<file path="src/rtl/cam_capture_ds.sv">
// Camera byte-stream capture with X/Y decimation into an RGB332 frame-buffer write port.
// Optional per-frame statistics outputs are enabled by defining CAM_CAPTURE_STATS_EN.
module cam_capture_ds #(
    parameter int SCREEN_WIDTH  = 176,
    parameter int SCREEN_HEIGHT = 144,
    parameter int ADDR_W        = 15,
    parameter int DECIM_X       = 1,
    parameter int DECIM_Y       = 1
) (
    input  logic              CLK,
    input  logic              RESET_N,
    input  logic              VSYNC,
    input  logic              HREF,
    input  logic [7:0]        DATA,
    input  logic              FMT,
    output logic              W_EN,
    output logic [ADDR_W-1:0] W_ADDR,
    output logic [7:0]        PIXEL_OUT,
    output logic              FRAME_DONE,
    output logic              OVF
`ifdef CAM_CAPTURE_STATS_EN
    ,
    output logic [ADDR_W-1:0] STAT_PIXELS,
    output logic [7:0]        STAT_LINES
`endif
);
    localparam int XW = $clog2(SCREEN_WIDTH + 1);
    localparam int YW = $clog2(SCREEN_HEIGHT + 1);

    typedef enum logic [1:0] {S_IDLE, S_LINE_WAIT, S_BYTE1, S_BYTE0} state_t;

    state_t            state_q, state_d;
    logic              vs_q, href_q;
    logic              fmt_q, fmt_d;
    logic [6:0]        b0_q, b0_d;
    logic [XW-1:0]     x_q, x_d;
    logic [YW-1:0]     y_q, y_d;
    logic [2:0]        cx_q, cx_d, cy_q, cy_d;
    logic [ADDR_W-1:0] base_q, base_d;
    logic              line_pix_q, line_pix_d;
    logic              w_en_q, w_en_d;
    logic [ADDR_W-1:0] w_addr_q, w_addr_d;
    logic [7:0]        pix_q, pix_d;
    logic              fd_q, fd_d, ovf_q, ovf_d;
    logic              vs_rise, href_fall, kept, in_range;
    logic [7:0]        pix_conv;
    logic [2:0]        cx_wrap, cy_wrap;

    assign vs_rise   = VSYNC & ~vs_q;
    assign href_fall = href_q & ~HREF;
    // byte0 keeps only the bits either format needs: {DATA[7:5], DATA[3:0]}
    assign pix_conv  = fmt_q ? {b0_q[3:1], DATA[7:5], DATA[3:2]}
                             : {b0_q[6:4], b0_q[2:0], DATA[4:3]};
    assign kept      = (cx_q == 3'd0) && (cy_q == 3'd0);
    assign in_range  = (x_q < XW'(SCREEN_WIDTH)) && (y_q < YW'(SCREEN_HEIGHT));
    assign cx_wrap   = (cx_q == 3'(DECIM_X - 1)) ? 3'd0 : cx_q + 3'd1;
    assign cy_wrap   = (cy_q == 3'(DECIM_Y - 1)) ? 3'd0 : cy_q + 3'd1;

    always_comb begin
        state_d    = state_q;
        fmt_d      = fmt_q;
        b0_d       = b0_q;
        x_d        = x_q;
        y_d        = y_q;
        cx_d       = cx_q;
        cy_d       = cy_q;
        base_d     = base_q;
        line_pix_d = line_pix_q;
        w_en_d     = 1'b0;
        w_addr_d   = w_addr_q;
        pix_d      = pix_q;
        fd_d       = 1'b0;
        ovf_d      = ovf_q;
        if (vs_rise) begin
            fd_d       = (state_q != S_IDLE);
            state_d    = S_LINE_WAIT;
            fmt_d      = FMT;
            x_d        = '0;
            y_d        = '0;
            cx_d       = '0;
            cy_d       = '0;
            base_d     = '0;
            line_pix_d = 1'b0;
            ovf_d      = 1'b0;
        end else begin
            case (state_q)
                S_IDLE: ;
                S_LINE_WAIT: begin
                    if (HREF) begin
                        b0_d    = {DATA[7:5], DATA[3:0]};
                        state_d = S_BYTE1;
                    end
                end
                S_BYTE1, S_BYTE0: begin
                    if (VSYNC) begin
                        // frame sync inside a line: drop the line without advancing y
                        state_d    = S_LINE_WAIT;
                        x_d        = '0;
                        cx_d       = '0;
                        line_pix_d = 1'b0;
                    end else if (!HREF) begin
                        state_d = S_LINE_WAIT;
                        if (href_fall && line_pix_q) begin
                            x_d        = '0;
                            cx_d       = '0;
                            line_pix_d = 1'b0;
                            cy_d       = cy_wrap;
                            if (cy_q == 3'd0 && y_q < YW'(SCREEN_HEIGHT)) begin
                                y_d    = y_q + YW'(1);
                                base_d = base_q + ADDR_W'(SCREEN_WIDTH);
                            end
                        end
                    end else if (state_q == S_BYTE0) begin
                        b0_d    = {DATA[7:5], DATA[3:0]};
                        state_d = S_BYTE1;
                    end else begin
                        state_d    = S_BYTE0;
                        line_pix_d = 1'b1;
                        cx_d       = cx_wrap;
                        if (kept) begin
                            if (in_range) begin
                                w_en_d   = 1'b1;
                                w_addr_d = base_q + ADDR_W'(x_q);
                                pix_d    = pix_conv;
                                x_d      = x_q + XW'(1);
                            end else begin
                                ovf_d = 1'b1;
                            end
                        end
                    end
                end
                default: state_d = S_IDLE;
            endcase
        end
    end

    always_ff @(posedge CLK or negedge RESET_N) begin
        if (!RESET_N) begin
            state_q    <= S_IDLE;
            vs_q       <= 1'b0;
            href_q     <= 1'b0;
            fmt_q      <= 1'b0;
            b0_q       <= '0;
            x_q        <= '0;
            y_q        <= '0;
            cx_q       <= '0;
            cy_q       <= '0;
            base_q     <= '0;
            line_pix_q <= 1'b0;
            w_en_q     <= 1'b0;
            w_addr_q   <= '0;
            pix_q      <= '0;
            fd_q       <= 1'b0;
            ovf_q      <= 1'b0;
        end else begin
            state_q    <= state_d;
            vs_q       <= VSYNC;
            href_q     <= HREF;
            fmt_q      <= fmt_d;
            b0_q       <= b0_d;
            x_q        <= x_d;
            y_q        <= y_d;
            cx_q       <= cx_d;
            cy_q       <= cy_d;
            base_q     <= base_d;
            line_pix_q <= line_pix_d;
            w_en_q     <= w_en_d;
            w_addr_q   <= w_addr_d;
            pix_q      <= pix_d;
            fd_q       <= fd_d;
            ovf_q      <= ovf_d;
        end
    end

    assign W_EN       = w_en_q;
    assign W_ADDR     = w_addr_q;
    assign PIXEL_OUT  = pix_q;
    assign FRAME_DONE = fd_q;
    assign OVF        = ovf_q;

`ifdef CAM_CAPTURE_STATS_EN
    logic [ADDR_W-1:0] pix_cnt_q, pix_cnt_d, stat_pix_q, stat_pix_d;
    logic [7:0]        line_cnt_q, line_cnt_d, stat_lines_q, stat_lines_d;
    logic              line_end;

    assign line_end = !vs_rise && (state_q == S_BYTE0 || state_q == S_BYTE1)
                      && !VSYNC && href_fall && line_pix_q;

    always_comb begin
        pix_cnt_d    = pix_cnt_q;
        line_cnt_d   = line_cnt_q;
        stat_pix_d   = stat_pix_q;
        stat_lines_d = stat_lines_q;
        if (vs_rise) begin
            pix_cnt_d  = '0;
            line_cnt_d = '0;
            if (state_q != S_IDLE) begin
                stat_pix_d   = pix_cnt_q;
                stat_lines_d = line_cnt_q;
            end
        end else begin
            if (w_en_d)
                pix_cnt_d = pix_cnt_q + ADDR_W'(1);
            if (line_end && line_cnt_q != 8'hFF)
                line_cnt_d = line_cnt_q + 8'd1;
        end
    end

    always_ff @(posedge CLK or negedge RESET_N) begin
        if (!RESET_N) begin
            pix_cnt_q    <= '0;
            line_cnt_q   <= '0;
            stat_pix_q   <= '0;
            stat_lines_q <= '0;
        end else begin
            pix_cnt_q    <= pix_cnt_d;
            line_cnt_q   <= line_cnt_d;
            stat_pix_q   <= stat_pix_d;
            stat_lines_q <= stat_lines_d;
        end
    end

    assign STAT_PIXELS = stat_pix_q;
    assign STAT_LINES  = stat_lines_q;
`endif

endmodule

</file>
<file path="config.mk">
export PLATFORM = sky130hd
export DESIGN_NAME = cam_capture_ds
export DESIGN_NICKNAME = d
export VERILOG_FILES = /design/src/rtl/cam_capture_ds.sv
export SDC_FILE = /design/constraint.sdc
export NUM_CORES = 1
export LEC_CHECK = 0
export ABC_AREA = 1
export BUFFER_PORTS_ARGS = -buffer_cell sky130_fd_sc_hd__buf_2
export CAP_MARGIN = 20
export CELL_PAD_IN_SITES_DETAIL_PLACEMENT = 0
export CELL_PAD_IN_SITES_GLOBAL_PLACEMENT = 1
export CORE_MARGIN = 4
export CORE_UTILIZATION = 44
export DETAILED_ROUTE_END_ITERATION = 16
export GPL_TIMING_DRIVEN = 0
export PLACE_DENSITY_LB_ADDON = 0.1
export SYNTH_ARGS = -nofsm -noshare
export SYNTH_HDL_FRONTEND = slang
export SYNTH_SLANG_ARGS = --single-unit
</file>
<file path="constraint.sdc">
create_clock -name CLK -period 1.6 [get_ports CLK]
set_input_delay 0.32 -clock CLK [delete_from_list [all_inputs] [get_ports CLK]]
set_output_delay 0.32 -clock CLK [all_outputs]
set_load 0.01 [all_outputs]
</file>
==> impl_metrics.py <==
metrics = {
    "sta": {
        "hold_slack_ns": 0.09967,
        "finalCritPeriodShare_pct": 99.97,
        "rsz0062_at_grt": "true",
        "setup_viol": 0,
        "skew_ns": 0.01288,
        "hold_violations": 0,
        "period_minus_slack_ns": 1.599,
        "fmax_mhz": 625.2,
        "slew_viol_final": 0,
    },
    "worst_setup_path": {
        "critPathRequiredTime_ns": 1.83,
        "rr_startpoint": "cy_q[1]$_DFFE_PN0P_",
        "path_class": "register to register",
        "end_kind": "register",
        "r2r_end": "W_ADDR[5]$_DFFE_PN0P_",
        "rrSetupSlack_ns": 0.0005,
        "startpoint_type": "register",
        "r2r_cells": 10,
        "cp_max_fo": 10,
        "arrival_ns": 1.83,
    },
    "finish": {
        "area_delta_synth_final_pct": 21.28,
        "finalInstanceArea_um2": 4941,
        "n_antenna_cell": 0,
        "drive_gt1_share_pct": 26.20,
        "seq_area_um2": 1809,
        "layoutNonFillerInstCount": 692,
        "nets": 604,
        "n_fill_cell": 864,
        "multi_input_area_um2": 2093,
    },
    "global_route": {
        "antenna_found_initial": 0,
        "grt_pass1_wl_um": 16010,
        "grt_use_total_pct": 17.94,
        "grt_pass1_vias": 3322,
        "overflow": 0,
        "grt_max_degree": 51,
    },
    "synth": {
        "yosysMostFrequentCell": "nand2_1",
        "ys.warnings.count": 0,
        "synthSimpleGateAreaFrac_pct": 29.21,
        "yosysTopAreaCell": "dfrtp_1",
        "synth_ff_type": "dfrtp_1",
        "synth_top_area_share_pct": 44.23,
        "synth_compound_area_share_pct": 12.01,
        "ys_seq_elements": 72,
        "synth_top_family_by_area": "simple AND/OR/NAND/NOR gates",
        "synthAdderAreaFrac_pct": 3.686,
        "avgSynthCellArea_um2": 7.834,
        "synth-xor-area-share_pct": 0.8600,
        "muxShareOfSynthArea_pct": 0.7371,
        "netlist-cell-type-count": 36,
        "syn_nets": 545,
        "synthTopCellsByCount": "nand2_1 (169), dfrtp_1 (72), inv_1 (59)",
        "seq_area_frac_synth_pct": 44.23,
        "syn_area_um2": 4074,
        "async_reset_ff_share_pct": 100.0,
        "synth_area_leaders": "dfrtp_1 (44%), nand2_1 (16%), inv_1 (5.4%)",
        "synth-edff-count": 0,
        "syn_inst": 520,
    },
    "worst_hold_path": {
        "hp-start": "HREF",
        "hold_end": "href_q$_DFF_PN0_",
        "min_path_cells": 1,
        "hold_path.class": "primary input to register",
    },
    "placed_design": {
        "gp_congestion": 0.8329,
        "place_inst": 667,
        "hpwl_um": 6754,
        "postPlaceCellArea_um2": 4429,
        "io_buffers": 38,
    },
    "clock_network": {
        "cts_buffers": 9,
        "cts_tree": "built",
        "clockBufferDepth": 2,
        "htreeDepth": 3,
        "root_buffer": "clkbuf_8",
        "path_clk_slew_ns": 0.08,
        "cts_sinks": 72,
        "clk-insertion-delay-late_ns": 0.35,
    },
    "drt": {
        "viasPerCell": 5.081,
        "postRouteAntennaNets": 0,
        "drt-total-wl_um": 9553,
        "wl_per_cell_um": 13.80,
        "drt-initial-drc-count": 122,
        "dr.pass1.iters": 5,
        "drc": 0,
        "dr_total_vias": 3516,
    },
    "power_and_ir_drop": {
        "p_int_mw": 3.420,
        "p_sw_mw": 1.790,
        "pwr-share-seq_pct": 45.0,
        "swShare_pct": 34.35,
        "ir_drop_v": 0.0004962,
        "clockPowerShare_pct": 27.8,
        "power_mw": 5.210,
        "p_leak_nw": 2.493,
        "power.density_nw_per_um2": 1054,
        "power_frac_comb_pct": 27.2,
    },
    "die": {
        "rows": 34,
        "die_w_um": 104.2,
        "io_pins": 39,
        "dieArea_um2": 10860,
        "die_h_um": 104.2,
        "start_util_pct": 46.04,
        "core_area_um2": 8848,
    },
    "run": {
        "maxCapViolCount": 0,
    },
    "outcome": {
        "status": "finished, final reports clean",
    },
}
## registers in the layout (all words and copies together), names as in the netlist, 2 cells and up
name / cells
y_q: 8
state_q: 2
base_q: 11
cy_q: 3
PIXEL_OUT: 8
W_ADDR: 15
cx_q: 3
b0_q: 7
x_q: 8
## through the flow
stage / setup TNS (ns) / utilization, % / worst slack (ns)
after global placement: -20.47 / 49.72 / -0.2586
after floorplan: 0 / - / 0.1306
after CTS: -0.002603 / 53.27 / -0.001636
after detailed placement: -3.697 / 50.06 / -0.1686
final: 0 / 55.84 / 0.0005326
after global routing: -1.421 / 55.84 / -0.09772
## metal layers
layer,GRT usage (%),vias up,wire length [um]
li1,-,1794,-
met1,24.20,1644,4635
met2,29.76,66,4453
met3,2.793,12,342
met4,5.413,0,122
met5,0,-,0
## power groups by stage
stage	logic, mW	registers, mW	clock network, mW
after floorplan	0.731	2.42	0
after global placement	1.22	2.35	0
after detailed placement	1.25	2.36	0
after CTS	1.29	2.32	1.49
after global routing	1.58	2.39	1.58
final	1.42	2.35	1.45
## kinds of logic (layout without fill, tap and decap cells)
logic type | after synthesis | after routing
flops | 72 | 72
mux | 3 | 3
other cells | 1 | 1
simple gates | 269 | 269
buf+inv | 80 | 144
xor+xnor | 4 | 4
compound gates | 79 | 79
fa+ha+maj | 12 | 12
## worst max path at each step
| stage | from | to | slack, ns | cells after the start |
|---|---|---|---|---|
| 3_5_place_dp | cy_q[0]$_DFFE_PN0P_ | base_q[4]$_DFFE_PN0P_ | -0.17 | 10 |
| 2_1_floorplan | cy_q[0]$_DFFE_PN0P_ | base_q[4]$_DFFE_PN0P_ | 0.13 | 10 |
| 5_1_grt | cy_q[1]$_DFFE_PN0P_ | PIXEL_OUT[1]$_DFFE_PN0P_ | -0.1 | 10 |
| 4_1_cts | cy_q[0]$_DFFE_PN0P_ | W_ADDR[5]$_DFFE_PN0P_ | -0.002 | 10 |
| 3_3_place_gp | RESET_N | y_q[3]$_DFFE_PN0P_ | -0.26 | 1 |
| 6_report | cy_q[1]$_DFFE_PN0P_ | W_ADDR[5]$_DFFE_PN0P_ | 0.0005 | 10 |
## final cells by class
class	instances	area share [%]
buffer	15	2.760
sequential	72	36.62
tap	108	2.735
clock buffer	9	2.507
inverter	65	5.343
clock inverter	7	1.443
timing repair buffer	48	6.229
multi-input combinational	368	42.37
## worst max-delay path: stages, from the launching register on
cell     delay (ns)
dfrtp_1        0.40
inv_2          0.09
ha_4           0.14
nand2_4        0.07
nor2_4         0.11
nand2_2        0.07
nor2_4         0.18
nand2_8        0.13
buf_8          0.17
nand2_1        0.07
o21ai_2        0.05
## cell usage in the layout, fill, tap and decap left out, drive strengths merged
cell type	count
a21boi	1
a21o	1
a21oi	12
a22oi	1
buf	59
bufinv	1
clkbuf	12
clkinv	2
clkinvlp	3
conb	1
dfrtp	72
dlygate4sd3	1
ha	12
inv	66
mux2i	3
nand2	175
nand3	44
nand3b	4
nand4	14
nor2	30
nor3	1
o211ai	3
o21ai	59
o21bai	1
o22ai	1
or2	1
xnor2	3
xor2	1
## timing repair
action,CTS,global route
endpoints found under the hold margin,22,0
pin swaps,1,16
setup endpoints to repair,41,53
hold buffers,1,0
gates resized for setup,14,51
buffers inserted,2,5
gates cloned,0,1
No activity file was read; power rests on OpenSTA's default activity.
